**config.mk**
```make
export PLATFORM = sky130hd
export DESIGN_NAME = ssp_tx_arbiter
export DESIGN_NICKNAME = d
export VERILOG_FILES = /design/src/rtl/ssp_pkg.sv /design/src/rtl/ssp_rr_pick.sv /design/src/rtl/ssp_tx_arbiter.sv
export SDC_FILE = /design/constraint.sdc
export NUM_CORES = 1
export LEC_CHECK = 0
export BUFFER_PORTS_ARGS = -buffer_cell sky130_fd_sc_hd__clkbuf_2
export CORE_MARGIN = 2
export CORE_UTILIZATION = 53
export DETAILED_ROUTE_END_ITERATION = 12
export GPL_TIMING_DRIVEN = 0
export PLACE_DENSITY_LB_ADDON = 0.08
export SETUP_SLACK_MARGIN = 0.3
export SYNTH_ARGS = -nofsm -noshare
export SYNTH_HDL_FRONTEND = slang
export SYNTH_SLANG_ARGS = --single-unit
```
**constraint.sdc**
```tcl
create_clock -name PCLK -period 5.3 [get_ports PCLK]
set_input_delay 0.265 -clock PCLK [delete_from_list [all_inputs] [get_ports PCLK]]
set_output_delay 0.265 -clock PCLK [all_outputs]
set_load 0.05 [all_outputs]
```
**src/rtl/ssp_pkg.sv**
```systemverilog
// Shared definitions for the SSP transmit arbiter.
//   WORD_W              - serializer word width
//   DEFAULT_NREQ        - default requester count
//   DEFAULT_STALL_LIMIT - default watchdog limit in cycles
//   STALL_CNT_W         - watchdog counter width (holds limits up to 255)
//   arb_state_t         - arbiter FSM state encoding
package ssp_pkg;

   localparam int unsigned WORD_W              = 8;
   localparam int unsigned DEFAULT_NREQ        = 4;
   localparam int unsigned DEFAULT_STALL_LIMIT = 255;
   localparam int unsigned STALL_CNT_W         = 8;

   typedef enum logic [0:0] {
      ARB_IDLE,
      ARB_OWN
   } arb_state_t;

endpackage

```
**src/rtl/ssp_rr_pick.sv**
```systemverilog
// Combinational round-robin picker.
//   REQ  - request vector
//   ptr  - index of the previous winner; scanning starts at ptr+1
//   pick - one-hot winner (zero when nothing requests)
//   any  - at least one request present
module ssp_rr_pick #(
   parameter int unsigned NREQ = 4,
   parameter int unsigned PW   = 2
) (
   input  logic [NREQ-1:0] REQ,
   input  logic [PW-1:0]   ptr,
   output logic [NREQ-1:0] pick,
   output logic            any
);

   logic          found;
   logic [PW-1:0] idx;

   always_comb begin
      pick  = '0;
      found = 1'b0;
      idx   = '0;
      for (int k = 1; k <= int'(NREQ); k++) begin
         idx = PW'((int'(ptr) + k) % int'(NREQ));
         if (!found && REQ[idx]) begin
            pick[idx] = 1'b1;
            found     = 1'b1;
         end
      end
      any = |REQ;
   end

endmodule

```
**src/rtl/ssp_tx_arbiter.sv**
```systemverilog
// Round-robin arbiter sharing the SSP serializer transmit interface between
// NREQ requesters, one whole message (ended by LAST) per grant, with a
// one-word buffer toward the serializer and a stall watchdog.
//   PCLK, CLEAR          - clock, asynchronous active-high reset
//   REQ/REQ_DATA/REQ_LAST - per-requester word offer, lane i at [8i+7:8i]
//   REQ_ACK              - combinational accept strobe to the owner
//   GRANT                - registered one-hot owner, zero when idle
//   TxData/TxValidWord/TxIsEmpty - buffered word toward the serializer
//   TxNextWord           - serializer consumed TxData this cycle
//   ABORT                - one-cycle pulse after the watchdog reclaims a grant
module ssp_tx_arbiter
   import ssp_pkg::*;
#(
   parameter int unsigned NREQ        = DEFAULT_NREQ,
   parameter int unsigned STALL_LIMIT = DEFAULT_STALL_LIMIT
) (
   input  logic                   PCLK,
   input  logic                   CLEAR,
   input  logic [NREQ-1:0]        REQ,
   input  logic [WORD_W*NREQ-1:0] REQ_DATA,
   input  logic [NREQ-1:0]        REQ_LAST,
   output logic [NREQ-1:0]        REQ_ACK,
   output logic [NREQ-1:0]        GRANT,
   output logic [WORD_W-1:0]      TxData,
   output logic                   TxValidWord,
   output logic                   TxIsEmpty,
   input  logic                   TxNextWord,
   output logic                   ABORT
);

   localparam int unsigned PW = $clog2(NREQ);

   arb_state_t             state_q, state_d;
   logic [NREQ-1:0]        grant_q, grant_d, pick;
   logic [PW-1:0]          ptr_q, ptr_d, owner;
   logic                   valid_q, valid_d;
   logic [WORD_W-1:0]      data_q, data_d, lane_data;
   logic [STALL_CNT_W-1:0] cnt_q, cnt_d;
   logic                   abort_q, abort_d;
   logic                   pick_any, own_req, lane_last, fill;

   ssp_rr_pick #(
      .NREQ (NREQ),
      .PW   (PW)
   ) u_pick (
      .REQ  (REQ),
      .ptr  (ptr_q),
      .pick (pick),
      .any  (pick_any)
   );

   // Owner lane mux driven only by the registered grant, so ACK never
   // depends on REQ_DATA.
   always_comb begin
      owner     = '0;
      lane_data = '0;
      lane_last = 1'b0;
      for (int i = 0; i < int'(NREQ); i++) begin
         if (grant_q[i]) begin
            owner     = PW'(i);
            lane_data = REQ_DATA[WORD_W*i +: WORD_W];
            lane_last = REQ_LAST[i];
         end
      end
      own_req = |(REQ & grant_q);
      fill    = (state_q == ARB_OWN) && own_req && (!valid_q || TxNextWord) && !CLEAR;
   end

   assign REQ_ACK     = fill ? grant_q : '0;
   assign GRANT       = grant_q;
   assign TxData      = data_q;
   assign TxValidWord = valid_q;
   assign TxIsEmpty   = ~valid_q;
   assign ABORT       = abort_q;

   always_comb begin
      state_d = state_q;
      grant_d = grant_q;
      ptr_d   = ptr_q;
      valid_d = valid_q;
      data_d  = data_q;
      cnt_d   = cnt_q;
      abort_d = 1'b0;

      // Buffer: a fill wins over a drain, so drain+fill keeps it valid.
      if (fill) begin
         valid_d = 1'b1;
         data_d  = lane_data;
      end else if (TxNextWord) begin
         valid_d = 1'b0;
      end

      unique case (state_q)
         ARB_IDLE: begin
            cnt_d = '0;
            if (pick_any) begin
               grant_d = pick;
               state_d = ARB_OWN;
            end
         end
         ARB_OWN: begin
            if (own_req) begin
               // A requesting owner is never stalled, even when back-pressured.
               cnt_d = '0;
               if (fill && lane_last) begin
                  state_d = ARB_IDLE;
                  grant_d = '0;
                  ptr_d   = owner;
               end
            end else if (cnt_q == STALL_CNT_W'(STALL_LIMIT - 1)) begin
               abort_d = 1'b1;
               state_d = ARB_IDLE;
               grant_d = '0;
               ptr_d   = owner;
               cnt_d   = '0;
            end else begin
               cnt_d = cnt_q + 1'b1;
            end
         end
         default: state_d = ARB_IDLE;
      endcase
   end

   always_ff @(posedge PCLK or posedge CLEAR) begin
      if (CLEAR) begin
         state_q <= ARB_IDLE;
         grant_q <= '0;
         ptr_q   <= PW'(NREQ - 1);
         valid_q <= 1'b0;
         data_q  <= '0;
         cnt_q   <= '0;
         abort_q <= 1'b0;
      end else begin
         state_q <= state_d;
         grant_q <= grant_d;
         ptr_q   <= ptr_d;
         valid_q <= valid_d;
         data_q  <= data_d;
         cnt_q   <= cnt_d;
         abort_q <= abort_d;
      end
   end

endmodule

```
Word-level counts from Yosys, hierarchy flattened
Index checks and enable logic that the tools add are counted.
- add/subtract/negate cells: 5
- order comparisons: 8
- equal/unequal tests: 5
- mux-type cells: 56
- bitwise logic cells: 6
- reductions and logical operators: 23
- operators by type and width (cell ; count):
    $mux W8 ; 6
    $mux W4 ; 9
    $mux W1 ; 25
    $pmux W8 S2 ; 1
    $lt A2 B3 Y1 const B ; 4
    $or A4 B4 Y4 ; 3
    $logic_and A1 B1 Y1 ; 11
    $mux W2 ; 5
    $add A8 B1 Y8 const B ; 1
    $bmux W1 S2 ; 4
    $demux W1 S2 ; 4
    $eq A8 B8 Y1 const B ; 1
    $ge A2 B1 Y1 const B ; 4
    $pmux W4 S2 ; 1
    $reduce_or A4 Y1 ; 2
    $reduce_and A3 Y1 ; 2
    $logic_not A1 Y1 ; 5
    $add A2 B1 Y2 const B ; 2
    $add A2 B2 Y2 const B ; 2
    $and A4 B4 Y4 ; 1
    $reduce_bool A2 Y1 ; 2
    $ne A3 B1 Y1 const B ; 1
    $ne A3 B2 Y1 const B ; 1
    $ne A2 B1 Y1 const B ; 1
    4 further kinds ; 5
- bits in registers: 25
- input bits: 43
- output and inout port bits: 19
- logic and storage cells: 110

Depth between registers and ports, before layout
- depth in word-level cells: 15
- mapped depth: 8
- mapped depth without buffers: 7

By module
A second synthesis with hierarchy kept.
- cells, all modules: 195
- area, all modules: 1799.2 um2
- by module, submodules not included (module ; times used ; cells each ; area an instance (um2) ; sequential area each (um2)):
    ssp_tx_arbiter ; 1 ; 156 ; 1433.9 ; 628.1
    ssp_rr_pick ; 1 ; 39 ; 365.4 ; 0.0

Worst setup path after synthesis
OpenSTA, ideal clock, no wires.
- path kind: reg-to-reg
- start point: reg ptr_q[0]
- end point: reg grant_q[0], in the netlist GRANT[0]
- data arrival time: 2.413 ns
- slack: 2.805 ns
- stages on the path, launching flop included: 9
- clock period less this slack: 2.495 ns
- cells stage by stage: dfstp_2 -> clkbuf_1 -> inv_1 -> ha_1 -> mux2_2 -> or3b_1 -> o31ai_1 -> a221oi_1 -> a31oi_1
- longest elaborated chain between the ends: 15
- elaborated cells on any way between the ends: 50
- ends and longest elaborated chain (item ; line ; source):
    from (decl) ; ssp_tx_arbiter.sv:35 ; logic [PW-1:0] ptr_q, ptr_d, owner;
    from (signal assigned) ; ssp_tx_arbiter.sv:128 ; ptr_q <= PW'(NREQ - 1);
    from (signal assigned) ; ssp_tx_arbiter.sv:136 ; ptr_q <= ptr_d;
    parallel branches: the longest is 12 deep, another holds $lt A2 B3 Y1 ; n/a ;
    $mux W4 (*) ; ssp_rr_pick.sv:25 ; if (!found && REQ[idx]) begin
    $mux W4 (*) ; ssp_tx_arbiter.sv:96 ; if (pick_any) begin
    $pmux W4 S2 (*) ; ssp_tx_arbiter.sv:93 ; unique case (state_q)
    to (signal assigned) ; ssp_tx_arbiter.sv:135 ; grant_q <= grant_d;
    to (decl) ; ssp_tx_arbiter.sv:34 ; logic [NREQ-1:0] grant_q, grant_d, pick;
Every way passes the cells marked *. The select of a mux whose other input is x is not followed.
A chain may end at the register's enable or synchronous reset.

Worst setup path after layout
- start point: reg ptr_q[0]
- end point: reg grant_q[2], in the netlist GRANT[2]
The elaborated chain is that of the path after synthesis.

==> flow_metrics.tcl <==
set metrics [dict create \
    cts_setup_buffers 0 \
    viasPerCell 5.42 \
    busiest_layer "met2" \
    hpwlAfterDp_um 3070 \
    pre_cts_slack_ns 2.53 \
    synth_nets 240 \
    outcome "complete, no violations" \
    start_util_pct 55.7 \
    yosysWarnings 0 \
    synth.most_common_cell "nor2_1" \
    clkSinkCount 25 \
    drc 0 \
    rsz0062_at_grt "no" \
    relSlewSlack_pct 39.7 \
    crit_start "ptr_q[0]" \
    first_global_vias 1457 \
    dieArea_um2 3680 \
    leakagePower_nw 0.998 \
    met2_usage_pct 40.2 \
    drtIter0Drc 67 \
    seq_area_frac_synth_pct 36.9 \
    drtAntennaViolNets 0 \
    grtUsageMet3_pct 4.05 \
    worst-path-buf-inv 2 \
    crit_family "flip-flops" \
    io-pin-count 62 \
    die_h_um 60.6 \
    end_kind "flip-flop" \
    root_buffer "clkbuf_4" \
    switching_share_pct 54.1 \
    drv_slew 0 \
    gp_congestion 0.799 \
    final_layout_size_suffix_gt1_share_pct 30.9 \
    path_clk_slew_ns 0.13 \
    switchingPower_mw 0.632 \
    overflow 0 \
    combinationalPowerShare_pct 63.8 \
    diodes 0 \
    crit_required_ns 5.54 \
    synthDominantCellAreaShare_pct 33.8 \
    grt_pass1_wl_um 6140 \
    area_growth_pct 21.9 \
    max_freq_mhz 358 \
    hold_path.class "in -> async" \
    die_x_um 60.6 \
    finalSetupViolCount 0 \
    finalWorstSetupSlack_ns 2.50 \
    vias 1588 \
    syn_area_um2 1700 \
    synth_edf_count 0 \
    drv_cap 0 \
    met1_usage_pct 26.9 \
    cts_tree "built" \
    dr.pass1.iters 4 \
    antenna_found_initial 0 \
    intPower_mw 0.536 \
    ir_worst_vdd_mv 0.275 \
    grt_max_degree 26 \
    cpMaxStageDelayCell "dfstp_2" \
    crit_type "reg -> reg" \
    skew_ns 0.00187 \
    synth.avg_cell_area_um2 9.09 \
    grt_use_total_pct 22.1 \
    ys_types 41 \
    p_per_area_nw_per_um2 564 \
    seqPwrFrac_pct 29.2 \
    core_um2 3050 \
    critPathArrivalTime_ns 3.04 \
    insertion_delay_ns 0.31 \
    cts.path.max_buffers 2 \
    num_rows 20 \
    routed_wirelength_um 3840 \
    htreeDepth 1 \
    cp_max_fo 9 \
    nFillCells 279 \
    fin_hold_ws_ns 0.154 \
    wire_per_inst_um 13.1 \
    tns_ns 0 \
    cts_hold_buf 0 \
    ys_top_cells_by_count "27 x nor2_1, 23 x dfrtp_1, 16 x a21oi_1" \
    hold_viol_final 0 \
    crit_chain "clkbuf_1 -> inv_1 -> ha_1 -> mux2_2 -> or3b_1 -> o31ai_1 -> a221oi_1 -> a31oi_1" \
    cts_resized 0 \
    syn-instance-count 187 \
    start_kind "flip-flop" \
    portBuffers 58 \
    multi_input_area_um2 1000 \
    slowest_delay_ns 0.61 \
    reg2reg_from "ptr_q[0]" \
    p_clk_share_pct 7.0 \
    regArea_um2 628 \
    worstMarginPinSlew_ns 0.904 \
    ys_ff_latch 25 \
    synth_area_leaders "dfrtp_1 34%, ha_1 7.4%, a221oi_1 6.2%" \
    synth_ff_type "dfrtp_1" \
    period_minus_slack_ns 2.80 \
    async_flop_share_pct 100 \
    timing.final.crit_share_pct 52.8 \
    numCtsBuffers 3 \
    synth_top_cell_by_area "dfrtp_1" \
    fin_nets 303 \
]
[layout by cell type, fill, tap and decap left out, types with 2 or more instances in the layout]
cell type	count
and3b_1	2
a221oi_1	12
dfstp_2	2
mux2i_1	2
clkbuf_2	58
a22oi_1	8
clkbuf_1	6
ha_1	10
clkbuf_4	3
o21ai_0	3
and4_1	2
mux2_2	2
nor2_1	27
a21oi_1	16
and3_1	2
dfrtp_1	23
nor3b_1	4
nor2b_1	9
a31oi_1	4
buf_2	5
and2_1	5
inv_1	6
nand3_1	3
nand2_1	9
nor3_1	2
a22oi_2	2
xor2_1	5
[worst register-to-register path: stages (launching register included)]
cell and delay (ns):
dfstp_2 0.61, clkbuf_1 0.30, inv_1 0.20, ha_1 0.43, mux2_2 0.37, or3b_1 0.35
o31ai_1 0.14, a221oi_1 0.15, a31oi_1 0.19
[layout make-up]
cell class	count	share of cell area, %
multi-input cells	145	48.3
flip-flops and latches	25	30.3
repair buffers	58	14.0
well taps	44	2.66
plain buffers	11	2.29
clock buffers	3	1.09
inverters	6	1.09
clock inverters	1	0.241
[worst paths after layout]
kind                             end  slack (ns)  depth (start not counted)
max                         GRANT[2]        2.50                          8
min                         cnt_q[3]        0.15                          2
max reg2reg                 GRANT[2]        2.50                          8
min reg2reg                 cnt_q[5]        0.55                          2
max in group asynchronous  TxData[2]        4.60                          2
min in group PCLK          TxData[7]        0.26                          3
[flip-flops by register name, summed over array words and instances, names as in the netlist]
name,count
GRANT,4
TxValidWord,1
state_q,1
ABORT,1
TxData,8
cnt_q,8
ptr_q,2
[through the flow]
stage | cells | power, mW | util, % | cell area (um^2)
2_1_floorplan | 187 | 0.919 | - | 1700
3_3_place_gp | 289 | 1.09 | 67.0 | 2050
3_5_place_dp | 289 | 1.09 | 67.0 | 2050
4_1_cts | 293 | 1.18 | 67.9 | 2070
5_1_grt | 293 | 1.27 | 67.9 | 2070
6_report | 293 | 1.17 | 67.9 | 2070
[metal layers]
layer  vias to the layer above  wire length (um)  share of wire [%]
li1                        804                 -                  -
met1                       740              1740                 45
met2                        42              1860                 48
met3                         2               210                5.5
met4                         0                27               0.70
met5                         -                 0                  0
[power groups by stage]
| stage | registers (mW) | clock network (mW) | logic [mW] |
|---|---|---|---|
| final | 0.341 | 0.0815 | 0.746 |
| after global routing | 0.353 | 0.0936 | 0.826 |
| after CTS | 0.340 | 0.0844 | 0.752 |
| after detailed placement | 0.344 | 0 | 0.751 |
| after global placement | 0.343 | 0 | 0.743 |
| after floorplan | 0.500 | 0 | 0.419 |
[logic make-up (layout without fill, tap and decap cells)]
| family | Yosys count | in the layout | share of synthesized area [%] |
|---|---|---|---|
| simple gates | 72 | 72 | 22.2 |
| compound gates | 52 | 52 | 23.1 |
| flops | 25 | 25 | 36.9 |
| buf+inv | 17 | 79 | 4.12 |
| fa+ha+maj | 10 | 10 | 7.36 |
| xor+xnor | 6 | 6 | 3.09 |
| mux | 5 | 5 | 3.16 |
No activity file was read; power rests on OpenSTA's default activity.
